<file path="config.mk">
export PLATFORM = sky130hd
export DESIGN_NAME = mips_boot_sequencer
export DESIGN_NICKNAME = d
export VERILOG_FILES = /design/src/rtl/mips_pkg.sv /design/src/rtl/boot_run_timer.sv /design/src/rtl/mips_boot_sequencer.sv
export SDC_FILE = /design/constraint.sdc
export NUM_CORES = 1
export LEC_CHECK = 0
export CAP_MARGIN = 20
export CORE_UTILIZATION = 49
export CTS_CLUSTER_SIZE = 28
export DETAILED_ROUTE_END_ITERATION = 10
export GPL_ROUTABILITY_DRIVEN = 1
export GPL_TIMING_DRIVEN = 1
export PLACE_DENSITY = 0.77
export SYNTH_ARGS = -nofsm -noshare
export SYNTH_HDL_FRONTEND = slang
export SYNTH_SLANG_ARGS = --single-unit
</file>
<file path="constraint.sdc">
create_clock -name clk -period 8.4 [get_ports clk]
set_input_delay 0.84 -clock clk [delete_from_list [all_inputs] [get_ports clk]]
set_output_delay 0.84 -clock clk [all_outputs]
set_load 0.05 [all_outputs]
</file>
<file path="src/rtl/mips_pkg.sv">
// mips_pkg: boot sequencer header type codes, header field bit positions and FSM state encoding
package mips_pkg;
  localparam logic [1:0] HDR_IMEM = 2'b00;
  localparam logic [1:0] HDR_DMEM = 2'b01;
  localparam logic [1:0] HDR_GO   = 2'b10;
  localparam logic [1:0] HDR_RSVD = 2'b11;
  localparam int TYPE_HI = 31;
  localparam int TYPE_LO = 30;
  localparam int CNT_HI  = 29;
  localparam int CNT_LO  = 16;
  localparam int BASE_HI = 15;
  localparam int BASE_LO = 0;
  localparam logic [2:0] S_HDR   = 3'd0;
  localparam logic [2:0] S_ILOAD = 3'd1;
  localparam logic [2:0] S_DLOAD = 3'd2;
  localparam logic [2:0] S_RUN   = 3'd3;
  localparam logic [2:0] S_ERR   = 3'd4;
endpackage

</file>
<file path="src/rtl/boot_run_timer.sv">
// boot_run_timer: cycle budget counter; load latches budget and clears count, en counts, expired flags the last enabled cycle of a nonzero budget
module boot_run_timer #(
  parameter int W = 30
) (
  input  logic         clk,
  input  logic         rst,
  input  logic         load,
  input  logic         en,
  input  logic [W-1:0] budget,
  output logic         expired
);
  logic [W-1:0] cnt, lim;
  always_ff @(posedge clk or posedge rst)
    if (rst) begin
      cnt <= '0;
      lim <= '0;
    end else if (load) begin
      cnt <= '0;
      lim <= budget;
    end else if (en) begin
      cnt <= cnt + 1'b1;
    end
  assign expired = en && |lim && cnt == lim - 1'b1;
endmodule

</file>
<file path="src/rtl/mips_boot_sequencer.sv">
// mips_boot_sequencer: streams IMEM/DMEM images into MIPS_top loader ports (I*/D* addr, data, we) from s_valid/s_data/s_ready, runs start for a GO budget, reports loading/done/err/words_loaded
module mips_boot_sequencer
  import mips_pkg::*;
#(
  parameter int ADDR_W    = 32,
  parameter int RUN_CNT_W = 30
) (
  input  logic              clk,
  input  logic              rst,
  input  logic              s_valid,
  input  logic [31:0]       s_data,
  output logic              s_ready,
  input  logic              abort,
  output logic [ADDR_W-1:0] IAddr_in,
  output logic [31:0]       IData_in,
  output logic              icache_we,
  output logic [ADDR_W-1:0] DAddr_in,
  output logic [31:0]       DData_in,
  output logic              dcache_we,
  output logic              start,
  output logic              loading,
  output logic              done,
  output logic              err,
  output logic [15:0]       words_loaded
);
  logic [2:0] state;
  logic [ADDR_W-1:0] addr;
  logic [CNT_HI-CNT_LO:0] remaining;
  logic [1:0] typ;
  logic acc, expired, go_acc;
  assign loading = state == S_ILOAD || state == S_DLOAD;
  assign s_ready = (state == S_HDR || loading) && !abort;
  assign acc = s_valid && s_ready;
  assign typ = s_data[TYPE_HI:TYPE_LO];
  assign start = state == S_RUN;
  assign err = state == S_ERR;
  assign go_acc = state == S_HDR && acc && typ == HDR_GO;
  boot_run_timer #(.W(RUN_CNT_W)) u_timer (
    .clk(clk),
    .rst(rst),
    .load(go_acc),
    .en(start),
    .budget(s_data[RUN_CNT_W-1:0]),
    .expired(expired)
  );
  always_ff @(posedge clk or posedge rst)
    if (rst) begin
      state <= S_HDR;
      addr <= '0;
      remaining <= '0;
      IAddr_in <= '0;
      IData_in <= '0;
      icache_we <= 1'b0;
      DAddr_in <= '0;
      DData_in <= '0;
      dcache_we <= 1'b0;
      done <= 1'b0;
      words_loaded <= '0;
    end else begin
      icache_we <= 1'b0;
      dcache_we <= 1'b0;
      if (abort && state != S_ERR) state <= S_HDR;
      else case (state)
        S_HDR: if (acc) begin
          done <= 1'b0;
          addr <= ADDR_W'(s_data[BASE_HI:BASE_LO]);
          remaining <= s_data[CNT_HI:CNT_LO];
          case (typ)
            HDR_IMEM, HDR_DMEM: state <= ~|s_data[CNT_HI:CNT_LO] ? S_HDR : typ == HDR_IMEM ? S_ILOAD : S_DLOAD;
            HDR_GO:   state <= S_RUN;
            HDR_RSVD: state <= S_ERR;
          endcase
        end
        S_ILOAD, S_DLOAD: if (acc) begin
          if (state == S_ILOAD) begin
            IAddr_in <= addr;
            IData_in <= s_data;
            icache_we <= 1'b1;
          end else begin
            DAddr_in <= addr;
            DData_in <= s_data;
            dcache_we <= 1'b1;
          end
          addr <= addr + 1'b1;
          remaining <= remaining - 1'b1;
          words_loaded <= words_loaded + {15'd0, ~&words_loaded};
          if (remaining == 14'd1) state <= S_HDR;
        end
        S_RUN: if (expired) begin
          state <= S_HDR;
          done <= 1'b1;
        end
        S_ERR: ;
        default: state <= S_HDR;
      endcase
    end
endmodule

</file>
==> results of run 1 <==
## logic make-up (layout without fill, tap and decap cells)
| group | count (synthesis) | after routing | synth area share (%) |
|---|---|---|---|
| AOI/OAI and AO/OA | 172 | 172 | 8.46 |
| muxes | 102 | 102 | 9.53 |
| adders and majority gates | 8 | 8 | 0.831 |
| DFF | 256 | 256 | 53.2 |
| other | 0 | 1 | 0 |
| xor gates and xnor gates | 81 | 81 | 5.89 |
| buffers and inverters | 77 | 262 | 2.54 |
| and+or+nand+nor | 504 | 504 | 19.5 |
## worst min-delay path, delay by kind of cell, from the launching register on
kind             cells  cell delay, ps
flip-flops           1             340
AND/OR/NAND/NOR      2             100
## cell type report
type                    instances  area, µm²
clock inverters                 9       97.6
flip-flops and latches        256       6410
repair buffers                197       1990
well taps                     319        399
fillers                      1882       8640
inverters                      18       75.1
clock buffers                  38        800
multi-input cells             867       5340
diodes                          1       2.50
## layer usage
metal  share of wire (%)  vias up
met5                   0        -
met4                 2.9        0
met3                 8.3       66
met2                  47      399
met1                  42     4820
li1                    -     4512
## per-stage QoR
stage | cells | setup WS (ps)
after floorplan | 1200 | 518
after global placement | 1654 | 4670
after detailed placement | 1654 | 4610
after CTS | 1701 | 4820
after global routing | 1704 | 4700
final | 1705 | 4780
## power breakdown
group	internal [µW]	leakage (µW)	switching, µW
Combinational	973	0.00284	1650
Sequential	1670	0.00333	469
Clock	720	0.000444	488
## worst max path at each step
stage / to / cells past startpoint / slack (ps) / from
global placement: IAddr_in[21] / 6 / 4670 / abort
global route: start / 3 / 4700 / state[1]
CTS: start / 3 / 4820 / state[1]
detailed placement: IAddr_in[19] / 6 / 4610 / abort
floorplan: DAddr_in[0] / 1 / 520 / rst
finish: start / 3 / 4780 / state[1]
## sequential cells by signal, indices dropped and copies added, names as in the netlist
name and flops:
done 1, u_timer.lim 30, icache_we 1, addr 32, words_loaded 16, dcache_we 1
IAddr_in 32, state 3, DData_in 32, u_timer.cnt 30, remaining 14, DAddr_in 32
IData_in 32
## Yosys cell counts (25+ instances only)
master	number
xnor2_1	44
nand2_1	229
dfrtp_1	256
a21oi_1	53
nand4_1	28
o21ai_0	62
nor3_1	30
clkbuf_1	52
mux2_2	101
xor2_1	37
nand3_1	25
nor2_1	86
==> run_results.csv, run 1 <==
group,metric,value,unit
timing,fin_crit_sh,43.0,%
yosys,synth_edf_count,0,
detailed_routing,routed_wl,32600,µm
global_route,grt_busiest_layer,"met2",
global_route,grt_use_met2,41.8,%
yosys,mappedNetlistNets,1244,
place,portBuffers,186,
critical_path,critPathSlowestCell,"clkdlybuf4s50_1",
global_route,grt_pass1_vias,9539,
floorplanning,start_util,50.7,%
critical_path,path_delay_family,"buffers and inverters",
yosys,synth_ff_type,"dfrtp_1",
detailed_routing,wl_per_cell,19.1,µm
timing,max-slew-margin-rel,28.0,%
yosys,synth-async-reset-ratio,100,%
timing,finalSetupViolCount,0,
detailed_routing,via_count,9797,
global_route,grt_usage,26.0,%
clocking,cts_hold_buf,0,
critical_path,critPathMaxFanout,9,
finish,final_area,15100,µm²
yosys,seq_area_frac_synth,53.2,%
detailed_routing,post-route-drc-count,0,
yosys,postSynthAreaPerCell,10.0,µm²
critical_path,end_kind,"output port",
critical_path,required,7560,ps
global_route,grt-ovfl-total,0,
place,gp_congestion,0.891,
power,power_density,395,nW/µm²
hold_path,hold_end,"DData_in[1]",
yosys,yosys-top-cells-area,"dfrtp_1, mux2_2, nand2_1",
critical_path,cp.buffers_inverters,1,
hold_path,hold_depth,2,
global_route,grt_pass1_wl,52800,µm
finish,drive_above_1_share,12.3,%
job,cap_violations,0,
floorplanning,fp.dieH,159,µm
clocking,ctsRootBufferMaster,"clkbuf_16",
floorplanning,core_region_area,23800,µm²
global_route,antenna_found_initial,1,
timing,min_period,3620,ps
finish,area_delta_synth_final,25.5,%
critical_path,slowest_delay,930,ps
floorplanning,die_area,25200,µm²
yosys,post-synth-top-area-cell,"dfrtp_1",
global_route,met1_usage,35.4,%
yosys,synth_area,12000,µm²
place,dp_hpwl,22300,µm
timing,whs,472,ps
clocking,clk_pin_slew,60,ps
yosys,synth_top_area_share,53.2,%
finish,fin_util,63.6,%
critical_path,rr_startpoint,"u_timer.lim[0]",
floorplanning,io_pins,187,
critical_path,r2r_cells,10,
yosys,yosysWarnings,0,
clocking,post-cts-setup-buffers,0,
clocking,cts-buffers-inserted,28,
clocking,cts_resized,0,
critical_path,regToRegSetupSlack,5090,ps
critical_path,crit_path_start_kind,"flip-flop",
finish,final_nets,1412,
timing,final_hold_viol_count,0,
timing,tightest_slew,1080,ps
detailed_routing,first_pass_iters,5,
yosys,syn_inst,1200,
global_route,grt_util_met3,5.30,%
floorplanning,fp.dieW,159,µm
power,ir_worst_vdd,262,µV
yosys,synth_cell_types,62,
hold_path,min_path_type,"reg2reg",
timing,finalClockSkew,10.2,ps
finish,final_common_cell,"dfrtp_1",
critical_path,path_class,"reg2out",
clocking,cts.sinks,256,
timing,tns,0,ps
hold_path,hold_start,"DData_in[1]",
power,post-layout-total-power,5970,µW
global_route,grt_start_max_net_pins,98,
clocking,cts_tree,"built",
clocking,clk_latency,540,ps
detailed_routing,avgViaCountPerCell,5.75,
place,postPlaceCellArea,14100,µm²
timing,grt_setup_unrepaired,"false",
outcome,outcome,"complete, no violations",
power,power_leakage,0.00662,µW
detailed_routing,drt_iter0_markers,906,
yosys,ys_ff_latch,256,
finish,layout_common_cells,"dfrtp_1, nand2_1, clkdlybuf4s50_1",
clocking,htree_levels,1,
detailed_routing,antenna_left,0,
timing,maxSlewViolCount,0,
floorplanning,std_cell_rows,56,
critical_path,r2r-end,"state[0]",
critical_path,crit_arrival,2780,ps
clocking,cts_buffer_depth,3,
critical_path,path_cells,"nand2_1, nor2_1, clkdlybuf4s50_1",
timing,max_freq,0.277,GHz
Note: power is estimated with default switching activity, not from simulation.
==> run 2, diff against run 1 <==
--- a/config.mk
+++ b/config.mk
@@ -6,12 +6,12 @@
 export NUM_CORES = 1
 export LEC_CHECK = 0
 export CAP_MARGIN = 20
-export CORE_UTILIZATION = 49
+export CORE_UTILIZATION = 50
 export CTS_CLUSTER_SIZE = 28
 export DETAILED_ROUTE_END_ITERATION = 10
 export GPL_ROUTABILITY_DRIVEN = 1
 export GPL_TIMING_DRIVEN = 1
-export PLACE_DENSITY = 0.77
+export PLACE_DENSITY = 0.75
 export SYNTH_ARGS = -nofsm -noshare
 export SYNTH_HDL_FRONTEND = slang
 export SYNTH_SLANG_ARGS = --single-unit
==> constraint.sdc (replaced) <==
create_clock -name clk -period 3.45 [get_ports clk]
set_input_delay 0.345 -clock clk [delete_from_list [all_inputs] [get_ports clk]]
set_output_delay 0.345 -clock clk [all_outputs]
set_load 0.05 [all_outputs]
==> run 2 against run 1 <==
First-iteration DRC count shrank 8.4%. Die area shrank 2.0%. Wire length grew 0.47%. Sequential cell count is the same. Cell area grew 1.2%. Cell count grew 0.88%. Sequential share of layout area shrank 0.52 points. Clock power grew to 2.6 times the previous value. Register-to-register slack lost 4800 ps. Count of clock-buffer cells in the layout shrank 3. Critical path depth grew 7. Combinational power grew 140%. Critical endpoint is now state[0].
==> run_results.csv, run 2 (synthesis gave the netlist of run 1 again) <==
group,metric,value,unit
outcome,outcome,"complete, no violations",
place,dp_cells,1669,
timing,maxSlewViolCount,0,
detailed_routing,routed_wl,32700,µm
critical_path,end_kind,"flip-flop",
clocking,ctsRootBufferMaster,"clkbuf_16",
clocking,clk_pin_slew,60,ps
critical_path,r2r_cells,10,
finish,drive_above_1_share,13.3,%
critical_path,path_class,"reg2reg",
floorplanning,start_util,51.1,%
detailed_routing,wl_per_cell,19.0,µm
global_route,grt_usage,26.7,%
finish,fin_cells,1720,
timing,min_period,3190,ps
global_route,grt-ovfl-total,0,
critical_path,required,3860,ps
critical_path,r2r-end,"state[0]",
timing,finalSetupViolCount,0,
detailed_routing,via_count,9784,
critical_path,crit_path_start_kind,"flip-flop",
power,power_density,967,nW/µm²
detailed_routing,drt_iter0_markers,830,
clocking,cts_hold_buf,0,
power,power_leakage,0.00671,µW
job,cap_violations,0,
global_route,grt_pass1_vias,9358,
timing,worst_slack,262,ps
place,dp_hpwl,23000,µm
detailed_routing,antenna_left,0,
hold_path,min_path_type,"in2async",
floorplanning,fp.dieH,157,µm
detailed_routing,first_pass_iters,5,
critical_path,critPathMaxFanout,6,
floorplanning,fp.dieW,157,µm
timing,whs,282,ps
finish,final_common_cell,"dfrtp_1",
timing,tns,0,ps
clocking,cts_buffer_depth,3,
timing,fin_crit_sh,92.4,%
timing,grt_setup_unrepaired,"false",
floorplanning,core_region_area,23500,µm²
power,ir_worst_vdd,664,µV
floorplanning,std_cell_rows,56,
place,portBuffers,186,
finish,antenna_cells,0,
critical_path,crit_arrival,3590,ps
global_route,antenna_found_initial,1,
timing,final_hold_viol_count,0,
timing,max_freq,0.314,GHz
detailed_routing,avgViaCountPerCell,5.69,
clocking,cts_tree,"built",
finish,final_nets,1424,
clocking,htree_levels,1,
timing,finalClockSkew,12.3,ps
clocking,cts-buffers-inserted,28,
clocking,clk_latency,540,ps
timing,tightest_slew,771,ps
global_route,grt_pass1_wl,51500,µm
clocking,cts.sinks,256,
critical_path,rr_startpoint,"u_timer.lim[0]",
timing,max-slew-margin-rel,48.5,%
place,dpl_worst_slack,319,ps
place,gp_congestion,0.960,
critical_path,regToRegSetupSlack,260,ps
clocking,post-cts-setup-buffers,0,
global_route,grt_start_max_net_pins,74,
finish,area_delta_synth_final,27.1,%
floorplanning,io_pins,187,
detailed_routing,post-route-drc-count,0,
floorplanning,die_area,24700,µm²
clocking,cts_resized,0,
finish,layout_common_cells,"dfrtp_1, nand2_1, clkdlybuf4s50_1",
## run 2: cell count changes in the layout (fill, tap and decap cells not counted), sizes merged
cell	before	now
inv	17	16
buf	11	23
clkinv	7	9
clkinvlp	1	4
clkbuf	38	35
diode	1	0
bufinv	2	5
## run 2: worst max-delay path by stage
stage                   start          end  depth (start not counted)
5_1_grt        u_timer.lim[0]     state[0]                         10
3_3_place_gp   u_timer.lim[0]     state[0]                         10
3_5_place_dp   u_timer.lim[0]     state[0]                         10
4_1_cts              state[1]        start                          3
6_report       u_timer.lim[0]     state[0]                         10
2_1_floorplan             rst  DAddr_in[0]                          1
## run 2: where the power goes
part | total, µW | leakage, µW | internal (µW) | switching, µW
logic | 6440 | 0.00290 | 2380 | 4060
clock network | 3180 | 0.000477 | 1930 | 1250
registers | 5180 | 0.00333 | 4060 | 1120
total | 14800 | 0.00671 | 8370 | 6420
## run 2: worst max-delay path, cell delays in order (launching register included)
cell and delay [ps]:
dfrtp_1 420, inv_1 120, ha_1 250, or3b_2 490
or4_4 440, or4_1 480, a31oi_1 180, o21ai_1 90
o2bb2ai_1 170, o31ai_2 290, o211ai_1 130
## run 2: through the flow
| step | instance area (µm²) | util (%) | total power, µW |
|---|---|---|---|
| global placement | 14300 | 60.8 | 11500 |
| global route | 15300 | 65.0 | 15500 |
| detailed placement | 14300 | 60.8 | 11600 |
| CTS | 15300 | 65.0 | 14800 |
| finish | 15300 | 65.0 | 14800 |
| floorplan | 12000 | - | 9450 |
## run 2: cell type report
| type | count | area [µm²] |
|---|---|---|
| clock inverter | 16 | 228 |
| multi-input combinational | 867 | 5340 |
| tap | 319 | 399 |
| clock buffer | 35 | 757 |
| inverter | 18 | 71.3 |
| sequential | 256 | 6410 |
| timing repair buffer | 209 | 2100 |
| fill | 1883 | 8240 |
## run 2: per-layer routing
layer	vias to the layer above	GRT usage [%]	wire, µm
li1	4539	-	-
met1	4803	37.1	14100
met2	374	42.1	15100
met3	66	5.26	2490
met4	2	8.83	942
met5	-	0	13
==> run 3, diff against run 2 <==
--- a/config.mk
+++ b/config.mk
@@ -6,6 +6,7 @@
 export NUM_CORES = 1
 export LEC_CHECK = 0
 export CAP_MARGIN = 20
+export CORE_ASPECT_RATIO = 2
 export CORE_UTILIZATION = 50
 export CTS_CLUSTER_SIZE = 28
 export DETAILED_ROUTE_END_ITERATION = 10
==> run 3 against run 2 <==
The flow now finishes with violations (DRC). Hold slack gained 53 ps. Setup slack gained 39 ps. Global-route usage grew 2.4 points. Critical path depth is the same. Sequential cell count is the same. Sequential power is essentially flat. Clock skew grew 9.1 ps. Count of clock-buffer cells in the layout shrank 4. Combinational power grew 3%. Die area grew 0.15%. Total power shrank 2.1%. Highest routed layer is now met4.
==> run_results.csv, run 3 (synthesis gave the netlist of run 1 again) <==
group,metric,value,unit
outcome,outcome,"finished, violations left",
outcome,violations,"DRC",
timing,maxSlewViolCount,0,
detailed_routing,antenna_left,0,
finish,drive_above_1_share,13.6,%
place,portBuffers,186,
power,post-layout-total-power,14500,µW
timing,max-slew-margin-rel,40.0,%
critical_path,path_class,"reg2reg",
finish,fin_cells,1689,
clocking,clk_latency,540,ps
global_route,grt_usage,29.2,%
critical_path,endpoint,"state[0]",
clocking,cts_buffer_depth,3,
critical_path,critPathSlowestCell,"or3b_2",
power,ir_worst_vdd,449,µV
clocking,cts-buffers-inserted,24,
critical_path,cp-startpoint,"u_timer.lim[0]",
timing,min_period,3150,ps
clocking,cts.sinks,256,
floorplanning,io_pins,187,
detailed_routing,drt_iter0_markers,721,
clocking,clk_pin_slew,60,ps
finish,final-seq-area,6410,µm²
floorplanning,core_region_area,23700,µm²
detailed_routing,first_pass_iters,8,
floorplanning,die_area,24700,µm²
finish,area_delta_synth_final,26.1,%
global_route,grt_pass1_wl,55900,µm
place,gp_congestion,0.918,
critical_path,r2r_cells,10,
clocking,cts_resized,0,
timing,tightest_slew,900,ps
timing,finalClockSkew,21.5,ps
floorplanning,fp.dieH,221,µm
global_route,grt-ovfl-total,0,
place,postPlaceCellArea,14400,µm²
finish,fin_util,64.0,%
critical_path,slowest_delay,480,ps
place,dp_hpwl,25400,µm
finish,final_area,15200,µm²
critical_path,r2r-end,"state[0]",
global_route,grt_pass1_vias,9990,
hold_path,min_path_type,"in2async",
finish,layout_common_cells,"dfrtp_1, nand2_1, clkdlybuf4s50_1",
critical_path,regToRegSetupSlack,300,ps
timing,fin_crit_sh,91.3,%
detailed_routing,routed_wl,35000,µm
finish,antenna_cells,0,
floorplanning,std_cell_rows,80,
critical_path,critPathMaxFanout,6,
finish,nFillCells,1909,
global_route,antenna_found_initial,0,
critical_path,rr_startpoint,"u_timer.lim[0]",
critical_path,crit_path_start_kind,"flip-flop",
detailed_routing,wl_per_cell,20.7,µm
floorplanning,start_util,50.8,%
timing,final_hold_viol_count,0,
clocking,htree_levels,1,
clocking,post-cts-setup-buffers,0,
power,power_density,954,nW/µm²
timing,finalSetupViolCount,0,
clocking,cts_hold_buf,0,
critical_path,end_kind,"flip-flop",
floorplanning,fp.dieW,112,µm
place,dp_cells,1646,
job,cap_violations,0,
critical_path,required,3840,ps
global_route,grt_start_max_net_pins,68,
critical_path,crit_arrival,3540,ps
finish,multi_input_comb_area,5340,µm²
finish,final_nets,1429,
critical_path,path_cells,"inv_1, ha_1, or3b_2, or4_4, or4_1, a31oi_1, o21ai_1, o2bb2ai_1, o31ai_2, o211ai_1",
timing,tns,0,ps
power,power_leakage,0.00668,µW
finish,final_common_cell,"dfrtp_1",
clocking,ctsRootBufferMaster,"clkbuf_16",
timing,grt_setup_unrepaired,"false",
detailed_routing,avgViaCountPerCell,5.83,
detailed_routing,post-route-drc-count,7,
detailed_routing,via_count,9849,
clocking,cts_tree,"built",
timing,max_freq,0.318,GHz
[run 3: worst max-delay path, delay by kind of cell (launching register included)]
kind	cells	cell delay (ps)
simple gates	3	1400
fa+ha+maj	1	240
buf+inv	1	130
flops	1	420
compound gates	5	810
[run 3: final cells by class]
type                    count  area share, %
multi-input cells         867           35.2
clock inverters            12          0.651
clock buffers              31           4.60
flip-flops and latches    256           42.2
well taps                 287           2.37
inverters                  18          0.470
repair buffers            218           14.5
[run 3: per-stage QoR]
stage          worst slack, ps  hold slack, ps
6_report                   301             335
5_1_grt                    129             401
4_1_cts                    323             349
3_5_place_dp               331             463
3_3_place_gp               402             459
2_1_floorplan             -267             450
[run 3: worst min path at each step]
stage / to / slack, ps
after global placement: DData_in[3] / 460
after CTS: remaining[3] / 350
final: u_timer.cnt[7] / 340
after floorplan: DData_in[0] / 450
after detailed placement: DData_in[12] / 460
after global routing: u_timer.cnt[7] / 400
[run 3: report_power, final]
group	switching [µW]	internal [µW]
Clock	1180	1510
Combinational	4210	2430
Sequential	1110	4060
Total	6490	7990
[run 3: per-layer routing]
layer  global-route usage, %  vias to the layer above  wire length [µm]
met1                    31.5                     4886             12400
met4                    18.3                        0              2260
li1                        -                     4537                 -
met3                    3.59                      112              1500
met5                       0                        -                 0
met2                    53.2                      314             18900
